File: src/rtl/muldiv_pkg.sv
// Shared types and op-decode helpers for the RV32M multiply/divide unit.
// Optional single-cycle multiply path is selected with FAST_MUL_EN.
package muldiv_pkg;

  typedef enum logic [2:0] {
    OP_MUL    = 3'd0,
    OP_MULH   = 3'd1,
    OP_MULHSU = 3'd2,
    OP_MULHU  = 3'd3,
    OP_DIV    = 3'd4,
    OP_DIVU   = 3'd5,
    OP_REM    = 3'd6,
    OP_REMU   = 3'd7
  } op_e;

  typedef enum logic [1:0] {
    IDLE = 2'd0,
    CALC = 2'd1,
    DONE = 2'd2
  } state_e;

  localparam logic MODE_MUL = 1'b0;
  localparam logic MODE_DIV = 1'b1;

  function automatic logic is_div(input op_e op);
    return op[2];
  endfunction

  function automatic logic is_rem(input op_e op);
    return op[2] & op[1];
  endfunction

  function automatic logic is_signed_a(input op_e op);
    return (op == OP_MULH) || (op == OP_MULHSU) ||
           (op == OP_DIV)  || (op == OP_REM);
  endfunction

  function automatic logic is_signed_b(input op_e op);
    return (op == OP_MULH) || (op == OP_DIV) ||
           (op == OP_REM);
  endfunction

endpackage

File: src/rtl/muldiv_step.sv
// One iteration bit: shift-add multiply or restoring-divide step
// on the packed {hi, lo} accumulator.
module muldiv_step #(
  parameter int W = 32
) (
  input  logic           mode_i,
  input  logic [W-1:0]   b_i,
  input  logic [2*W-1:0] acc_i,
  output logic [2*W-1:0] acc_o
);
  import muldiv_pkg::*;

  logic [W-1:0] hi;
  logic [W-1:0] lo;
  logic [W:0]   sum;
  logic [W:0]   tmp;
  logic [W:0]   diff;

  assign hi = acc_i[2*W-1:W];
  assign lo = acc_i[W-1:0];

  always_comb begin
    sum  = {1'b0, hi} + (lo[0] ? {1'b0, b_i} : '0);
    tmp  = {hi, lo[W-1]};
    diff = tmp - {1'b0, b_i};
    acc_o = {sum, lo[W-1:1]};
    if (mode_i == MODE_DIV) begin
      // borrow out means divisor did not fit: restore
      if (diff[W])
        acc_o = {tmp[W-1:0], lo[W-2:0], 1'b0};
      else
        acc_o = {diff[W-1:0], lo[W-2:0], 1'b1};
    end
  end

endmodule

File: src/rtl/muldiv_unit.sv
// Execute-stage RV32M iterative multiply/divide unit.
// Define FAST_MUL_EN for a single-cycle combinational multiply path.
module muldiv_unit #(
  parameter int DATA_WIDTH     = 32,
  parameter int BITS_PER_CYCLE = 1
) (
  input  logic                  clk,
  input  logic                  rst_n,
  input  logic                  valid_i,
  input  logic [2:0]            op_i,
  input  logic [DATA_WIDTH-1:0] src_a_i,
  input  logic [DATA_WIDTH-1:0] src_b_i,
  input  logic                  flush_i,
  output logic                  ready_o,
  output logic                  stall_o,
  output logic                  done_o,
  output logic [DATA_WIDTH-1:0] result_o
);
  import muldiv_pkg::*;

  localparam int W  = DATA_WIDTH;
  localparam int N  = W / BITS_PER_CYCLE;
  localparam int CW = $clog2(N + 1);

  state_e         state_q, state_d;
  op_e            op_q, op_d;
  logic           neg_q, neg_d;
  logic           corner_q, corner_d;
  logic [W-1:0]   b_q, b_d;
  logic [W-1:0]   cval_q, cval_d;
  logic [W-1:0]   result_q, result_d;
  logic [2*W-1:0] acc_q, acc_d;
  logic [CW-1:0]  cnt_q, cnt_d;

  op_e          op_in;
  logic         sa, sb;
  logic [W-1:0] abs_a, abs_b;
  logic         div0, ovf;

  assign op_in = op_e'(op_i);
  assign sa    = is_signed_a(op_in) & src_a_i[W-1];
  assign sb    = is_signed_b(op_in) & src_b_i[W-1];
  assign abs_a = sa ? -src_a_i : src_a_i;
  assign abs_b = sb ? -src_b_i : src_b_i;
  assign div0  = is_div(op_in) & (src_b_i == '0);
  assign ovf   = ((op_in == OP_DIV) | (op_in == OP_REM)) &
                 (src_a_i == {1'b1, {(W-1){1'b0}}}) &
                 (src_b_i == '1);

`ifdef FAST_MUL_EN
  logic                sxa, sxb;
  logic signed [2*W+1:0] fast_prod;
  assign sxa = is_signed_a(op_in) & src_a_i[W-1];
  assign sxb = is_signed_b(op_in) & src_b_i[W-1];
  assign fast_prod = $signed({sxa, src_a_i}) *
                     $signed({sxb, src_b_i});
`endif

  logic [2*W-1:0] chain [0:BITS_PER_CYCLE];
  assign chain[0] = acc_q;

  for (genvar g = 0; g < BITS_PER_CYCLE; g++) begin : g_step
    muldiv_step #(.W(W)) u_step (
      .mode_i (is_div(op_q)),
      .b_i    (b_q),
      .acc_i  (chain[g]),
      .acc_o  (chain[g+1])
    );
  end

  logic [2*W-1:0] prod_fix;
  logic [W-1:0]   quo, rem;
  logic [W-1:0]   fix;

  assign prod_fix = neg_q ? -acc_q : acc_q;
  assign quo      = acc_q[W-1:0];
  assign rem      = acc_q[2*W-1:W];

  always_comb begin
    fix = '0;
    unique case (1'b1)
      (op_q == OP_MUL):
        fix = prod_fix[W-1:0];
      (!is_div(op_q) && op_q != OP_MUL):
        fix = prod_fix[2*W-1:W];
      (is_div(op_q) && !is_rem(op_q)):
        fix = neg_q ? -quo : quo;
      is_rem(op_q):
        fix = neg_q ? -rem : rem;
      default:
        fix = '0;
    endcase
    if (corner_q)
      fix = cval_q;
  end

  always_comb begin
    state_d  = state_q;
    op_d     = op_q;
    neg_d    = neg_q;
    corner_d = corner_q;
    b_d      = b_q;
    cval_d   = cval_q;
    result_d = result_q;
    acc_d    = acc_q;
    cnt_d    = cnt_q;
    unique case (state_q)
      IDLE: begin
        if (valid_i && !flush_i) begin
          op_d     = op_in;
          b_d      = abs_b;
          acc_d    = {{W{1'b0}}, abs_a};
          cnt_d    = CW'(N);
          neg_d    = is_rem(op_in) ? sa : (sa ^ sb);
          corner_d = div0 | ovf;
          cval_d   = '0;
          if (div0)
            cval_d = is_rem(op_in) ? src_a_i : '1;
          else if (ovf)
            cval_d = is_rem(op_in) ? '0 : src_a_i;
          state_d  = (div0 | ovf) ? DONE : CALC;
`ifdef FAST_MUL_EN
          if (!is_div(op_in)) begin
            acc_d   = fast_prod[2*W-1:0];
            neg_d   = 1'b0;
            state_d = DONE;
          end
`endif
        end
      end
      CALC: begin
        if (flush_i) begin
          state_d = IDLE;
        end else begin
          acc_d = chain[BITS_PER_CYCLE];
          cnt_d = cnt_q - CW'(1);
          if (cnt_q == CW'(1))
            state_d = DONE;
        end
      end
      DONE: begin
        state_d = IDLE;
        if (!flush_i)
          result_d = fix;
      end
      default: state_d = IDLE;
    endcase
  end

  always_ff @(posedge clk or negedge rst_n) begin
    if (!rst_n) begin
      state_q  <= IDLE;
      op_q     <= OP_MUL;
      neg_q    <= 1'b0;
      corner_q <= 1'b0;
      b_q      <= '0;
      cval_q   <= '0;
      result_q <= '0;
      acc_q    <= '0;
      cnt_q    <= '0;
    end else begin
      state_q  <= state_d;
      op_q     <= op_d;
      neg_q    <= neg_d;
      corner_q <= corner_d;
      b_q      <= b_d;
      cval_q   <= cval_d;
      result_q <= result_d;
      acc_q    <= acc_d;
      cnt_q    <= cnt_d;
    end
  end

  assign ready_o  = (state_q == IDLE);
  assign stall_o  = (valid_i & (state_q == IDLE) & ~flush_i) |
                    (state_q == CALC);
  // result is visible in the DONE cycle so the pipeline can advance
  assign done_o   = (state_q == DONE) & ~flush_i;
  assign result_o = done_o ? fix : result_q;

endmodule

File: config.mk
export PLATFORM = sky130hd
export DESIGN_NAME = muldiv_unit
export DESIGN_NICKNAME = d
export VERILOG_FILES = /design/src/rtl/muldiv_pkg.sv /design/src/rtl/muldiv_step.sv /design/src/rtl/muldiv_unit.sv
export SDC_FILE = /design/constraint.sdc
export NUM_CORES = 1
export LEC_CHECK = 0
export BUFFER_PORTS_ARGS = -buffer_cell sky130_fd_sc_hd__buf_4
export CAP_MARGIN = 20
export CORE_MARGIN = 10
export CORE_UTILIZATION = 35
export CTS_CLUSTER_SIZE = 10
export DETAILED_ROUTE_END_ITERATION = 6
export GPL_ROUTABILITY_DRIVEN = 0
export PLACE_DENSITY_LB_ADDON = 0.08
export SYNTH_ARGS = -nofsm -noshare
export SYNTH_HDL_FRONTEND = slang
export SYNTH_HIERARCHICAL = 1
export SYNTH_SLANG_ARGS = --single-unit
export TNS_END_PERCENT = 1
File: constraint.sdc
create_clock -name clk -period 4.5 [get_ports clk]
set_clock_uncertainty 0.15 [all_clocks]
set_input_delay 0.45 -clock clk [delete_from_list [all_inputs] [get_ports clk]]
set_output_delay 0.45 -clock clk [all_outputs]
set_load 0.05 [all_outputs]
==> impl_results.md, run 1 <==
* Pre-CTS setup slack at 0.455 ns
* Post-Synth Adder-Cell Area at 0.0561
* Worst hold path class: in -> reg
* Largest cells by area after synthesis: dfrtp_1 (26%), nand2_1 (5.9%), ha_1 (5.4%)
* Worst setup path class: reg -> out
* Setup ws final at approximately 0.032 ns
* Register-to-register setup slack at between 0.6 and 0.7 ns
* Complex-gate fraction of the synthesized area at 0.257
* Final setup vio count at 0
* Worst skew pair latency at 0.50 ns
* Worst Path Buf+Inv at 2
* Final hold slack at ~0.064 ns
* Worst slew pin tran at between 1 and 1.5 ns
* Row count at ~80
* Worst-path fanout max at 8
* Setup crit end kind: output port
* Die Y at between 200 and 250 um
* Final Hold Viols at 0
* Post-Route WL at approximately 67 mm
* DRT iter0 DRCs at about 1500
* Origin of the worst min-delay path: op_i[0]
* Top-level I/O count at around 110
* Fin crit period at between 4 and 5 ns
* Vias in the first global route at 16158
* Dpl hpwl at slightly above 50 mm
* Crit path largest cell delay at 0.70 ns
* GRT Util Overall at 0.234
* Flop pwr share at 0.231
* P per Cell Area at 659 nW/um2
* Largest family of logic cells by synthesized area: compound AO/OA/AOI/OAI gates
* Tcrit/Tclk final at 0.993
* Die X at 238 um
* Reg2Reg Depth at 14
* Syn Nets at approximately 2300
* Mux contribution to synthesized area at 0.0390
* Die Footprint at roughly 56000 um2
* Area added between synthesis and finish at 13.0%
* Library cells used by synthesis at slightly below 90
* Worst vdd ir at around 320 uV
* Final nets at approximately 2400
* EDFF count, synth at 0
* Post-Syn Instances at 2173
* Comb power frac at 0.632
* Layout cell share with drive strength beyond 1 at 0.148
* Top-area cell type share of the netlist area at 0.261
* Ys flop type: dfrtp_1
* Deepest clock path buffer count at 2
* Fmax at ~220 MHz
* Largest net degree at the start of global routing at between 90 and 100
* Simple-Gate Fraction of Synth Area at 0.253
* GR Overflow Total at 0
* Clock power share at 0.137
* Most used cell, CP: buf_4
* H-tree depth at 4
* Final Non-Filler Cells at between 2000 and 3000
* Ys async rst share at 1.00
* Slew margin rel. at 0.299
* Synth Area in XOR/XNOR at 0.0772
* Detailed Routing Iterations Pass 1 at 5
* RSZ-0062 raised after global routing: no
* Sw Share at 0.531
* Ys Warns at 6
* TritonCTS Buffers at 17
* Mean Syn Cell Area at ~7.6 um2
* FF-to-FF End: acc_q[63]
* Core Region at approximately 47000 um2
* Via count at 16892
* RR Startpoint: acc_q[0]
* P_int at 5.78 mW
* Post-synthesis sequential area ratio at 0.261
* Antenna violations before repair at 3
* Clock-pin slew on the worst setup and hold paths at around 0.080 ns
* Worst path depth at 8
* Fin. max-slew vios at 0
* Crit path arrival time at roughly 3.9 ns
* CP top delay family: simple AND/OR/NAND/NOR gates
* MaxCap Viol Count at 0
* CP Cell Sequence: or4_1, or3_1, nor4_1, buf_4, nand2_1, a211o_1, o211ai_1, buf_4
* Leak at ~8.0 nW
* Crit path required time at 3.90 ns
* DRC at 0
* Startpoint Class: flip-flop
* Hold Path Sink: op_q[0]
* TritonCTS Sinks at between 150 and 200
* Slowest-stage cell, CP: or4_1
* Hold path cells at 3
* Wirelength per Cell at approximately 24 um
* Routed vias/inst at ~6.0
* Post-synth design cell area at roughly 17000 um2
* Port-buffer cells at between 100 and 150
* Status: completed
* Switch Pwr at between 6 and 7 mW
* Post-route ant nets at 0
* CTS tree: yes
* First-pass GRT wire length at 101 mm
* Root Driver: clkbuf_16
* DP Cell Count at roughly 2800
* #FFs+latches synth at around 170
* Leading area contributor after synthesis: dfrtp_1
* Initial Util at 0.355
stage by stage:
| stage | utilization | power, mW | instance area [um2] | setup TNS [ns] |
|---|---|---|---|---|
| finish | 0.401 | 12.3 | 18700 | 0 |
| CTS | 0.400 | 12.2 | 18700 | -0.00225 |
| floorplan | - | 8.03 | 16600 | 0 |
| global route | 0.401 | 13.2 | 18700 | 0 |
| detailed placement | 0.385 | 10.5 | 18000 | 0 |
| global placement | 0.385 | 10.4 | 18000 | 0 |
per-layer routing:
layer	share of wire	vias up	wire [um]	track usage
met2	0.44	618	29400	0.352
met4	0.031	2	2070	0.0884
met5	0.00016	-	11	0
li1	-	7977	-	-
met3	0.062	106	4130	0.0405
met1	0.47	8189	31200	0.326
cell type report:
cell class                      instances  area, um2
Fill cell                            4887      27900
Multi-Input combinational cell       1779      11400
Sequential cell                       173       4330
Timing Repair Buffer                  165       1300
Tap cell                              607        759
Clock buffer                           17        425
Inverter                               74        278
Clock inverter                         15        223
Antenna cell                            1       2.50
cells by family (layout without fill, tap and decap cells):
kind of cell             Yosys count  in the layout
AO/OA/AOI/OAI                    639            639
adder cells (fa/ha/maj)           73             73
other                              0              1
XOR/XNOR                         146            146
buffers and inverters            221            271
flip-flops                       173            173
AND/OR/NAND/NOR                  861            861
multiplexers                      60             60
placed cells by master, fill, tap and decap left out, types with 68 or more instances in the layout:
| cell type | Yosys | routed |
|---|---|---|
| nor3_1 | 71 | 68 |
| nor2_1 | 188 | 186 |
| nand2_1 | 262 | 261 |
| a21oi_1 | 133 | 133 |
| inv_1 | 72 | 72 |
| nand3_1 | 71 | 71 |
| ha_1 | 71 | 71 |
| o21ai_0 | 168 | 168 |
| dfrtp_1 | 173 | 171 |
| buf_4 | 2 | 158 |
| xnor2_1 | 88 | 88 |
worst max-delay path by stage:
stage                     startpoint      endpoint  slack (ns)
final                       acc_q[4]  result_o[30]        0.03
after global routing        acc_q[2]  result_o[26]        0.02
after CTS                  acc_q[12]   result_o[3]      -0.002
after detailed placement   acc_q[31]  result_o[29]        0.46
after global placement     acc_q[31]  result_o[29]        0.45
after floorplan             acc_q[2]  result_o[12]        0.26
registers in the layout, summed over array words and instances (netlist names):
register,count
acc_q,64
b_q,32
cval_q,32
result_q,32
cnt_q,6
op_q,3
state_q,2
corner_q,1
neg_q,1
tightest hold or removal path, stage by stage:
cell and delay, ns:
buf_4 0.13, nand2_1 0.06, nand2_1 0.05
synth_stat cells, types with 26 or more instances:
cell type and count:
a211oi_1 26, o21ai_2 27, ha_1 71, or3_1 54
dfrtp_1 173, mux2_2 35, nand4_1 27, nor3_1 71
inv_1 72, o31ai_1 30, and2_1 37, xnor2_1 88
a21o_1 37, xor2_1 58, nand3_1 71, o21ai_0 168
nor2_1 188, nor4_1 40, a21oi_1 133, a31oi_1 38
clkbuf_1 123, nand2_1 262
power groups by stage:
stage	clock network, mW	logic (mW)	registers (mW)
global route	1.79	8.47	2.90
detailed placement	0	7.63	2.84
floorplan	0	5.59	2.43
global placement	0	7.62	2.82
CTS	1.73	7.67	2.82
finish	1.69	7.79	2.84
repair_timing:
action,in CTS,in global routing
endpoints found under the hold margin,90,0
setup endpoints to repair,4,8
hold buffers,2,0
resized for setup,3,9
setup buffers,0,0
No activity file was read; power rests on OpenSTA's default activity.
==> inputs of run 2 (changes only) <==
--- a/config.mk
+++ b/config.mk
@@ -5,8 +5,8 @@
 export SDC_FILE = /design/constraint.sdc
 export NUM_CORES = 1
 export LEC_CHECK = 0
-export BUFFER_PORTS_ARGS = -buffer_cell sky130_fd_sc_hd__buf_4
-export CAP_MARGIN = 20
+export BUFFER_PORTS_ARGS = -buffer_cell sky130_fd_sc_hd__buf_2
+export CAP_MARGIN = 30
 export CORE_MARGIN = 10
 export CORE_UTILIZATION = 35
 export CTS_CLUSTER_SIZE = 10
==> constraint.sdc (replaced) <==
create_clock -name clk -period 4.9 [get_ports clk]
set_clock_uncertainty 0.15 [all_clocks]
set_input_delay 0.49 -clock clk [delete_from_list [all_inputs] [get_ports clk]]
set_output_delay 0.49 -clock clk [all_outputs]
set_load 0.05 [all_outputs]
==> run 2 against run 1 <==
Net effect: the run now ends with design-rule violations left; sequential share of layout area rose by 0.41 points; power down 9.6%; sequential power is 7.0% lower; first-iteration DRC count is 5.2% lower; via count is 0.20% lower; die area did not move; clock power fell by 14%; worst setup slack better by 0.23 ns; register-to-register slack gained 0.29 ns; cell count rose by 0.21%; worst hold slack improved by 0.047 ns.
==> impl_results.md, run 2 (synthesized netlist as in run 1, its figures left out) <==
* Status: finished, violations left
* Failing checks: design-rule violations
* P_int at 5.11 mW
* Worst setup path class: reg -> out
* Final nets at 2356
* MaxCap Viol Count at 0
* Crit path required time at about 4.3 ns
* First-pass GRT wire length at a little over 100 mm
* TritonCTS Buffers at 17
* Worst-path fanout max at 12
* Top-level I/O count at between 100 and 150
* Via count at 16858
* Post-route ant nets at 0
* P per Cell Area at ~600 nW/um2
* DRT iter0 DRCs at ~1500
* Most frequent cells in the layout: nand2_1 (261), nor2_1 (186), dfrtp_1 (172)
* Die Footprint at 56400 um2
* Register-to-register setup slack at ~0.91 ns
* GR Overflow Total at 0
* Worst slew pin tran at between 1 and 1.5 ns
* Antenna violations before repair at 2
* Fin. max-slew vios at 0
* Fmax at approximately 220 MHz
* Layout cell share with drive strength beyond 1 at 0.144
* CTS tree: yes
* Wirelength per Cell at approximately 24 um
* Worst skew pair latency at about 0.50 ns
* Worst vdd ir at 369 uV
* Area added between synthesis and finish at 11.0%
* Commonest non-fill, non-tap cell in the layout: nand2_1
* Fin Setup TNS at 0 ns
* FF-to-FF End: acc_q[41]
* Reg2Reg Depth at 13
* Setup crit end kind: output port
* Row count at a little under 80
* H-tree depth at 4
* Die Y at 238 um
* Flop pwr share at 0.237
* Dpl hpwl at between 50 and 60 mm
* Hold Path Sink: state_q[1]
* Hold path cells at 3
* Post-Route WL at just under 70 mm
* Comb power frac at 0.632
* Largest net degree at the start of global routing at slightly above 100
* Core Region at 46700 um2
* Root Driver: clkbuf_16
* Leak at 7.90 nW
* TritonCTS Sinks at between 150 and 200
* Most flops, register: acc_q
* Deepest clock path buffer count at 2
* Clock power share at 0.131
* Crit path arrival time at 4.00 ns
* Detailed Routing Iterations Pass 1 at 7
* RSZ-0062 raised after global routing: no
* Tcrit/Tclk final at 0.947
* Worst setup startpoint: acc_q[12]
* Core Util, Final at 0.394
* FILL cells at 4916
* GRT Util Overall at 0.237
* Die X at 238 um
* Slew margin rel. at 0.322
* Switch Pwr at between 6 and 7 mW
* RR Startpoint: acc_q[42]
* Max FFs per register at 64
* Initial Util at 0.355
* Clock-pin slew on the worst setup and hold paths at 0.07 ns
* Port-buffer cells at between 100 and 150
* Routed vias/inst at a little under 6
* Startpoint Class: flip-flop
* Sw Share at 0.541
* Final setup vio count at 0
* Vias in the first global route at 16116
* DRC at 1
* Worst hold path class: in -> reg
* Fin crit period at between 4 and 5 ns
* Final Hold Viols at 0
* Origin of the worst min-delay path: valid_i
==> run 2: cell types whose count changed in the layout (fill, tap and decap cells not counted), sizes merged <==
cell,previous run,this run
clkinvlp,0,4
diode,1,5
buf,163,166
bufinv,3,1
clkinv,6,5
dlygate4sd3,2,1
inv,80,79
==> run 2: repair_timing <==
| action | 4_1_cts | 5_1_grt |
|---|---|---|
| gates resized for setup | 0 | 1 |
| hold endpoints to repair | 73 | 0 |
| hold buffers | 1 | 0 |
| endpoints found under the setup margin | 0 | 15 |
| buffers inserted | 0 | 0 |
==> run 2: final cells by class <==
type                    count  area (um2)  share of cell area
clock inverters            15         175             0.00953
clock buffers              17         425              0.0232
inverters                  74         278              0.0151
flip-flops and latches    173        4330               0.236
well taps                 607         759              0.0413
diodes                      5        12.5            0.000681
repair buffers            167        1050              0.0573
multi-input cells        1779       11300               0.617
==> run 2: how the worst max path moves through the flow <==
stage / slack (ns) / to
2_1_floorplan: 0.62 / result_o[12]
3_3_place_gp: 0.72 / result_o[29]
3_5_place_dp: 0.73 / result_o[31]
4_1_cts: 0.17 / result_o[29]
5_1_grt: 0.13 / result_o[29]
6_report: 0.26 / result_o[29]
==> run 2: power by group through the flow <==
stage | registers [mW] | clock network, mW | logic [mW]
after floorplan | 2.24 | 0 | 5.14
after global placement | 2.63 | 0 | 6.92
after detailed placement | 2.63 | 0 | 6.91
after CTS | 2.61 | 1.51 | 6.95
after global routing | 2.70 | 1.56 | 7.64
final | 2.64 | 1.46 | 7.04
==> run 2: per-layer routing <==
layer | up-vias | share of wire | GRT usage
met5 | - | 0 | 0
met4 | 0 | 0.032 | 0.0893
met3 | 102 | 0.070 | 0.0412
met2 | 620 | 0.43 | 0.354
met1 | 8145 | 0.46 | 0.334
li1 | 7991 | - | -
==> run 2: critical path: stages, from the launching register on <==
cell and delay (ns):
dfrtp_1 0.43, or4_1 0.60, or4_1 0.72, or4_1 0.61
o21ai_1 0.14, or4b_1 0.45, o31a_1 0.33, buf_2 0.23
==> run 2: per-stage QoR <==
stage	power [mW]	hold slack, ns	cells	instance area, um2	worst slack, ns
after global placement	9.54	0.310	2798	17700	0.722
after global routing	11.9	0.114	2832	18400	0.132
after CTS	11.1	0.0711	2832	18400	0.171
after floorplan	7.37	0.0444	2173	16600	0.624
after detailed placement	9.55	0.322	2799	17700	0.727
final	11.1	0.110	2837	18400	0.258
